`config.mk`:
```
export PLATFORM = sky130hd
export DESIGN_NAME = dds_sine_flat
export DESIGN_NICKNAME = d
export VERILOG_FILES = /design/src/rtl/dds_pkg.sv /design/src/rtl/dds_if.sv /design/src/rtl/dds_sine_lut.sv /design/src/rtl/dds_sine.sv /design/src/flat_wrapper.sv
export SDC_FILE = /design/constraint.sdc
export NUM_CORES = 1
export LEC_CHECK = 0
export CAP_MARGIN = 20
export CORE_MARGIN = 2
export CORE_UTILIZATION = 60
export DETAILED_ROUTE_END_ITERATION = 8
export PLACE_DENSITY = 0.88
export SYNTH_ARGS = -nofsm -noshare
export SYNTH_HDL_FRONTEND = slang
export SYNTH_HIERARCHICAL = 1
export SYNTH_SLANG_ARGS = --single-unit
```
`constraint.sdc`:
```
create_clock -name clock -period 6.23 [get_ports clock]
set_input_delay 0.623 -clock clock [delete_from_list [all_inputs] [get_ports clock]]
set_output_delay 0.623 -clock clock [all_outputs]
set_load 0.05 [all_outputs]
```
`src/rtl/dds_pkg.sv`:
```
// dds_pkg: shared DDS constants and elaboration-time sine table generation
// Exports N_DEFAULT (default width), SINE_PEAK (2^(N-1)-1), sine_peak(), sine_mag() and sine_entry().
package dds_pkg;
  localparam int N_DEFAULT = 8;
  localparam longint PI_Q30 = 64'sd3373259426;
  function automatic int sine_peak(int n);
    return (1 << (n - 1)) - 1;
  endfunction
  localparam int SINE_PEAK = sine_peak(N_DEFAULT);
  // Integer-only Taylor series in Q30 so the table builds without real math; k is a quarter-wave index 0..2^(n-1).
  function automatic int sine_mag(int k, int n);
    longint x, t, s;
    x = (PI_Q30 * longint'(k)) >>> n;
    t = x;
    s = x;
    for (int i = 1; i < 12; i++) begin
      t = -(((t * x) >>> 30) * x >>> 30) / longint'(4 * i * i + 2 * i);
      s += t;
    end
    return int'((longint'(sine_peak(n)) * s + (64'sd1 <<< 29)) >>> 30);
  endfunction
  // Full-circle entry built by mirroring the quarter wave, so odd and half-wave symmetry are exact.
  function automatic int sine_entry(int k, int n);
    int q, i, m;
    q = 1 << (n - 1);
    i = k & (q - 1);
    m = sine_mag(((k >> (n - 1)) & 1) != 0 ? q - i : i, n);
    return ((k >> n) & 1) != 0 ? -m : m;
  endfunction
endpackage

```
`src/rtl/dds_if.sv`:
```
// dds_if: DDS control/sample bundle
// freq_in/phase_in/amplitude_in: N+1-bit unsigned controls; out: 2N+1-bit signed sample.
interface dds_if #(parameter int N = dds_pkg::N_DEFAULT);
  logic [N:0] freq_in;
  logic [N:0] phase_in;
  logic [N:0] amplitude_in;
  logic signed [2*N:0] out;
  modport master(output freq_in, phase_in, amplitude_in, input out);
  modport slave(input freq_in, phase_in, amplitude_in, output out);
endinterface

```
`src/rtl/dds_sine_lut.sv`:
```
// dds_sine_lut: combinational phase-to-sine lookup p -> S(p)
// p: N+1-bit phase; s: signed N-bit sine. Macro DDS_QUARTER_LUT_EN selects the quarter-wave table.
module dds_sine_lut import dds_pkg::*; #(parameter int N = N_DEFAULT) (
  input  logic [N:0]          p,
  output logic signed [N-1:0] s
);
`ifdef DDS_QUARTER_LUT_EN
  localparam int Q = 2 ** (N - 1);
  logic [N-2:0] mag_tab [Q+1];
  logic [N-1:0] idx;
  logic [N-2:0] mag;
  for (genvar k = 0; k <= Q; k++) begin : g_tab
    assign mag_tab[k] = (N-1)'(sine_mag(k, N));
  end
  // p[N-1] mirrors the index within the half wave, p[N] negates for the lower half.
  always_comb begin
    idx = p[N-1] ? N'(Q) - N'(p[N-2:0]) : N'(p[N-2:0]);
    mag = mag_tab[idx];
    s = p[N] ? -$signed({1'b0, mag}) : $signed({1'b0, mag});
  end
`else
  logic signed [N-1:0] tab [2**(N+1)];
  for (genvar k = 0; k < 2 ** (N + 1); k++) begin : g_tab
    assign tab[k] = N'(sine_entry(k, N));
  end
  assign s = tab[p];
`endif
endmodule

```
`src/rtl/dds_sine.sv`:
```
// dds_sine: phase accumulator + sine lookup + amplitude multiply, one sample per clock
// clock, reset (async, active high); bus: dds_if.slave. Build option: DDS_QUARTER_LUT_EN.
module dds_sine import dds_pkg::*; #(parameter int N = N_DEFAULT) (
  input logic  clock,
  input logic  reset,
  dds_if.slave bus
);
  logic [N:0] acc, amp_r, p;
  logic signed [N-1:0] s, sine_r;
  logic signed [2*N:0] prod;
  assign p = acc + bus.phase_in;
  // Amplitude is zero-extended so the signed multiply treats it as unsigned; the product always fits.
  assign prod = $signed({{N{1'b0}}, amp_r}) * (2*N+1)'(sine_r);
  dds_sine_lut #(.N(N)) u_lut (.p(p), .s(s));
  always_ff @(posedge clock or posedge reset)
    if (reset) begin
      acc <= '0;
      sine_r <= '0;
      amp_r <= '0;
      bus.out <= '0;
    end else begin
      acc <= acc + bus.freq_in;
      sine_r <= s;
      amp_r <= bus.amplitude_in;
      bus.out <= prod;
    end
endmodule

```
`src/flat_wrapper.sv`:
```
// flat-port wrapper written by rule: the top's interface ports become plain ports
module dds_sine_flat import dds_pkg::*;
#(parameter int N = N_DEFAULT)
  (clock, reset, bus_freq_in, bus_phase_in, bus_amplitude_in, bus_out);
  dds_if #(.N(N)) bus_i ();
  input logic clock;
  input logic reset;
  input wire logic [$bits(bus_i.freq_in)-1:0] bus_freq_in;
  input wire logic [$bits(bus_i.phase_in)-1:0] bus_phase_in;
  input wire logic [$bits(bus_i.amplitude_in)-1:0] bus_amplitude_in;
  output wire logic [$bits(bus_i.out)-1:0] bus_out;
  assign bus_i.freq_in = bus_freq_in;
  assign bus_i.phase_in = bus_phase_in;
  assign bus_i.amplitude_in = bus_amplitude_in;
  assign bus_out = bus_i.out;
  dds_sine #(.N(N)) u_core (.clock(clock), .reset(reset), .bus(bus_i));
endmodule
```
# Yosys cells after proc, flatten, opt, wreduce, memory -nomap -nowiden
# Memory sizes are Yosys's and may differ from the RTL's. A register that Yosys moved wholly into a read port is not among the register bits.
# Cells that the tools add are included.
[classes] add_sub_neg=2 multipliers=1 bitwise=1
[op_table] cell="adder 9 bit" n=2
[op_table] cell="multiplier 10 x 8 -> 17 bit" n=1
[op_table] cell="NOT 9 -> 10 bit" n=1
[word_totals] register_bits=35 rom_bits=4096 in_bits=29 out_inout_bits=17 n_memories=1
[mem_list] memory="(no name shown)" words=512 width=8 read_ports=1 rd_ports_with_merged_regs=1 write_ports=0 line="dds_sine_lut.sv:26" text="assign s = tab[p];"

# Depth between registers and ports, before layout
[depth] ltp_word=2 depth_mapped=17

# By module
# Netlist, hierarchy kept.
[by_module_without_submodules] module="dds_sine" instances=1 cells_per_inst=406 area_per_inst_um2=4134.0 seq_area_each_um2=1076.0
[by_module_without_submodules] module="dds_sine_lut" instances=1 cells_per_inst=442 area_per_inst_um2=2775.2 seq_area_each_um2=0.0

# Worst setup path after synthesis
# Ideal clock, no wire load.
[synth_timing] path_type="reg2reg" start="register u_core.sine_r[7]" end="register u_core.bus.out[13]" setup_ns=0.080 t_arrival_ns=3.893 required_time_ns=6.150 slack_ns=2.257 path_stages_with_launch=14 cell_sequence="dfrtp_1 -> clkbuf_2 -> nand2b_1 -> fa_1 -> fa_1 -> fa_1 -> fa_1 -> inv_1 -> ha_1 -> a21oi_1 -> o21ai_0 -> a31o_1 -> a21oi_2 -> xnor2_1"
[synth_between] elab_chain_len=1
[synth_rtl] item="start, declared" line="dds_sine.sv:9" text="logic signed [N-1:0] s, sine_r;"
[synth_rtl] item="multiplier 10 x 8 -> 17 bit" line="dds_sine.sv:13" text="assign prod = $signed({{N{1'b0}}, amp_r}) * (2*N+1)'(sine_r);"
[synth_rtl] item="via u_core.prod[13]" line="dds_sine.sv:10" text="logic signed [2*N:0] prod;"
[synth_rtl] item="end signal, assigned" line="dds_sine.sv:25" text="bus.out <= prod;"
[synth_rtl] item="end, declared" line="dds_if.sv:9" text="modport slave(input freq_in, phase_in, amplitude_in, output out);"
# The timed path passes the listed nets, and every way through them passes these cells.

# Worst setup path after layout
[layout_timing] start="input bus_phase_in[0]" end="register u_core.sine_r[1]"
[layout_between] elab_chain_len=2
[layout_rtl] item="start, declared" line="flat_wrapper.sv:9" text="input wire logic [$bits(bus_i.phase_in)-1:0] bus_phase_in;"
[layout_rtl] item="adder 9 bit" line="dds_sine.sv:11" text="assign p = acc + bus.phase_in;"
[layout_rtl] item="via u_core.p[1]" line="dds_sine.sv:8" text="logic [N:0] acc, amp_r, p;"
[layout_rtl] item="NOT 9 -> 10 bit (not written as such)" line="dds_sine_lut.sv:26"
# The timed path passes the listed nets, and every way through them passes these cells.

==> out/qor.yml <==
routing:
  ant_nets: 0
  dr_wl_met3_um: 1900
  viasPerCell: 6.55
  maxUsedRoutingLayer: "met4"
  drc: 0
  wl_met1_um: 7150
  dr_total_vias: 6494
  drt_wl_total_um: 18400
  initialDrtViolationCount: 978
  routedWlPerCell_um: 18.6
  wl_met2_um: 8530
  drt_pass1_iterations: 6
worst_setup_path:
  regToRegStartpoint: "u_core/sine_r[7]"
  rrSetupSlack_ps: 1860
  crit_path_max_fanout: 20
  arrival_ps: 4620
  end_kind: "flop"
  worstRegToRegCells: 12
  worstSetupPathType: "in -> reg"
  cp-start-kind: "input port"
  reg2reg_to: "u_core/bus.out[14]"
  required_ps: 6450
finish:
  area_delta_synth_final_pct: 8.46
  final_nets: 992
  antenna_cells: 0
  final_cell_area_mm2: 0.00749
  drive_above_1_share_pct: 5.77
die:
  ioPinCount: 46
  dieArea_mm2: 0.0124
  die_h_um: 111
  die_w_um: 111
  floorplan.initialDensity_pct: 61.0
  core_area_mm2: 0.0113
  rows: 39
grt:
  grt_pass1_wl_um: 30200
  grt_pass1_vias: 6314
  grt_max_degree: 59
  track_usage_pct: 29.6
  antenna_found_initial: 0
  overflow: 0
timing:
  setup_viol: 0
  worstMarginPinSlew_ps: 1080
  period_needed_ps: 4410
  drv_slew: 0
  period_share_pct: 70.8
  tns_ps: 0
  hold_violations: 0
  clock.fmax_mhz: 227
  rsz0062_at_grt: "false"
  fin_skew_ps: 7.38
  relSlewSlack_pct: 28.2
clocking:
  clock-root-buffer: "clkbuf_16"
  htreeDepth: 2
  cts.sinks: 43
  tritoncts: "built"
  clkTransAtPathRegs_ps: 70
  clk_latency_ps: 290
  cts_resized: 0
  cts_hold_buffers: 0
  numCtsBuffers: 5
  postCtsSetupBuffers: 0
  cts_buffer_depth: 2
logic_synthesis:
  synth-seq-cells: 43
  yosysSeqAreaShare_pct: 15.6
  synth_edf_count: 0
  synth_ff_type: "dfrtp_1"
  synth_fp_nets: 992
  synthDistinctLibCells: 77
  syn_area_mm2: 0.00691
  synthTopCellsByArea: "dfrtp_1 (16%), fa_1 (13%), ha_1 (13%), nand2_1 (4.2%), inv_1 (4.0%)"
  yosys_warnings: 6
  synth_area_leader_cell: "dfrtp_1"
  synthCells: 848
  synth-async-reset-ratio_pct: 100
  avgSynthCellArea_um2: 8.15
  synth_top_area_share_pct: 15.6
placement:
  dp_hpwl_um: 13500
  placed_area_mm2: 0.00735
  place_congestion: 1.02
  io_buffers: 45
min_path:
  min_to: "u_core/acc[0]"
  hold_start: "u_core/acc[0]"
  min_path_type: "reg -> reg"
  hold_path_depth: 1
status:
  outcome: "complete, no violations"
run:
  maxCapViolCount: 0
stage by stage:
step	std cells	util (%)	hold slack, ps	setup slack [ps]
final	992	66.2	511	1820
after global routing	992	66.2	527	1600
after CTS	992	66.2	507	1930
after detailed placement	984	64.9	492	1630
after global placement	984	64.9	490	1730
after floorplan	848	-	470	2260
cell usage after synthesis, types with 11 or more instances:
cell and count:
nor2_1 60, xnor2_1 25, o21ai_0 48, buf_2 27, a31oi_1 15, nand3_1 20, nand2_1 77, o211ai_1 15
o2111ai_1 11, ha_1 70, clkbuf_1 18, nand2b_1 25, fa_1 45, a21oi_1 47, nor3_1 15, and2_1 31
dfrtp_1 43, inv_1 73
worst max path at each step:
stage,from,to
global placement,bus_phase_in[0],u_core/sine_r[1]
finish,bus_phase_in[0],u_core/sine_r[1]
detailed placement,bus_phase_in[0],u_core/sine_r[0]
CTS,bus_phase_in[0],u_core/sine_r[0]
global route,bus_phase_in[0],u_core/sine_r[1]
floorplan,u_core/sine_r[7],u_core/bus.out[13]
sequential cells by signal, summed over array words and instances, names as in the netlist:
name and flops:
u_core/bus.out 17, u_core/amp_r 9, u_core/acc 9, u_core/sine_r 8
critical path: stages:
cell and delay [ps]:
clkdlybuf4s50_1 460, ha_1 160, inv_1 60, fa_1 450, inv_1 530, inv_1 330, ha_1 760, nand2b_1 320
a21oi_1 110, a21o_1 200, mux2i_1 270, o2111ai_1 210, nand4_1 150
placed cells by master, fill, tap and decap left out, types with 5 or more instances in the layout:
cell type        count
nand2_1             77
inv_1               72
ha_1                70
nor2_1              60
o21ai_0             48
a21oi_1             47
clkdlybuf4s50_1     45
fa_1                45
dfrtp_1             43
and2_1              31
nand2b_1            25
xnor2_1             21
nand3_1             20
o211ai_1            15
nor3_1              15
a31oi_1             15
o2111ai_1           11
a21o_1              10
nor2b_1              9
a211oi_1             9
o22ai_1              9
buf_4                9
o31ai_1              7
a311oi_1             7
mux2i_1              7
xor2_1               6
o21a_1               6
o221ai_1             6
clkbuf_16            5
o21bai_1             5
nand4_1              5
layer usage:
layer  vias to the layer above  track usage (%)
met5                         -                0
met4                         0             14.9
met3                        97             6.34
met2                       415             48.6
met1                      2983             36.9
li1                       2999                -
logic make-up (layout without fill, tap and decap cells):
family,after synthesis,after routing,synth area share [%]
and+or+nand+nor,264,264,18.7
adders and majority gates,115,115,25.7
xor gates and xnor gates,32,32,4.06
buffers and inverters,137,138,8.75
AOI/OAI and AO/OA,245,245,24.7
DFF,43,43,15.6
muxes,12,12,2.48
area by class of cell:
type                            instances  area, um2
Inverter                               75        282
Sequential cell                        43       1080
Fill cell                             935       3830
Clock inverter                          2       12.5
Timing Repair Buffer                   55        538
Clock buffer                            6        129
Multi-Input combinational cell        668       5280
Tap cell                              143        179
Power is left out: the tool's default activity adds up to more than one toggle a clock period on the data nets, which glitch-free logic cannot reach.
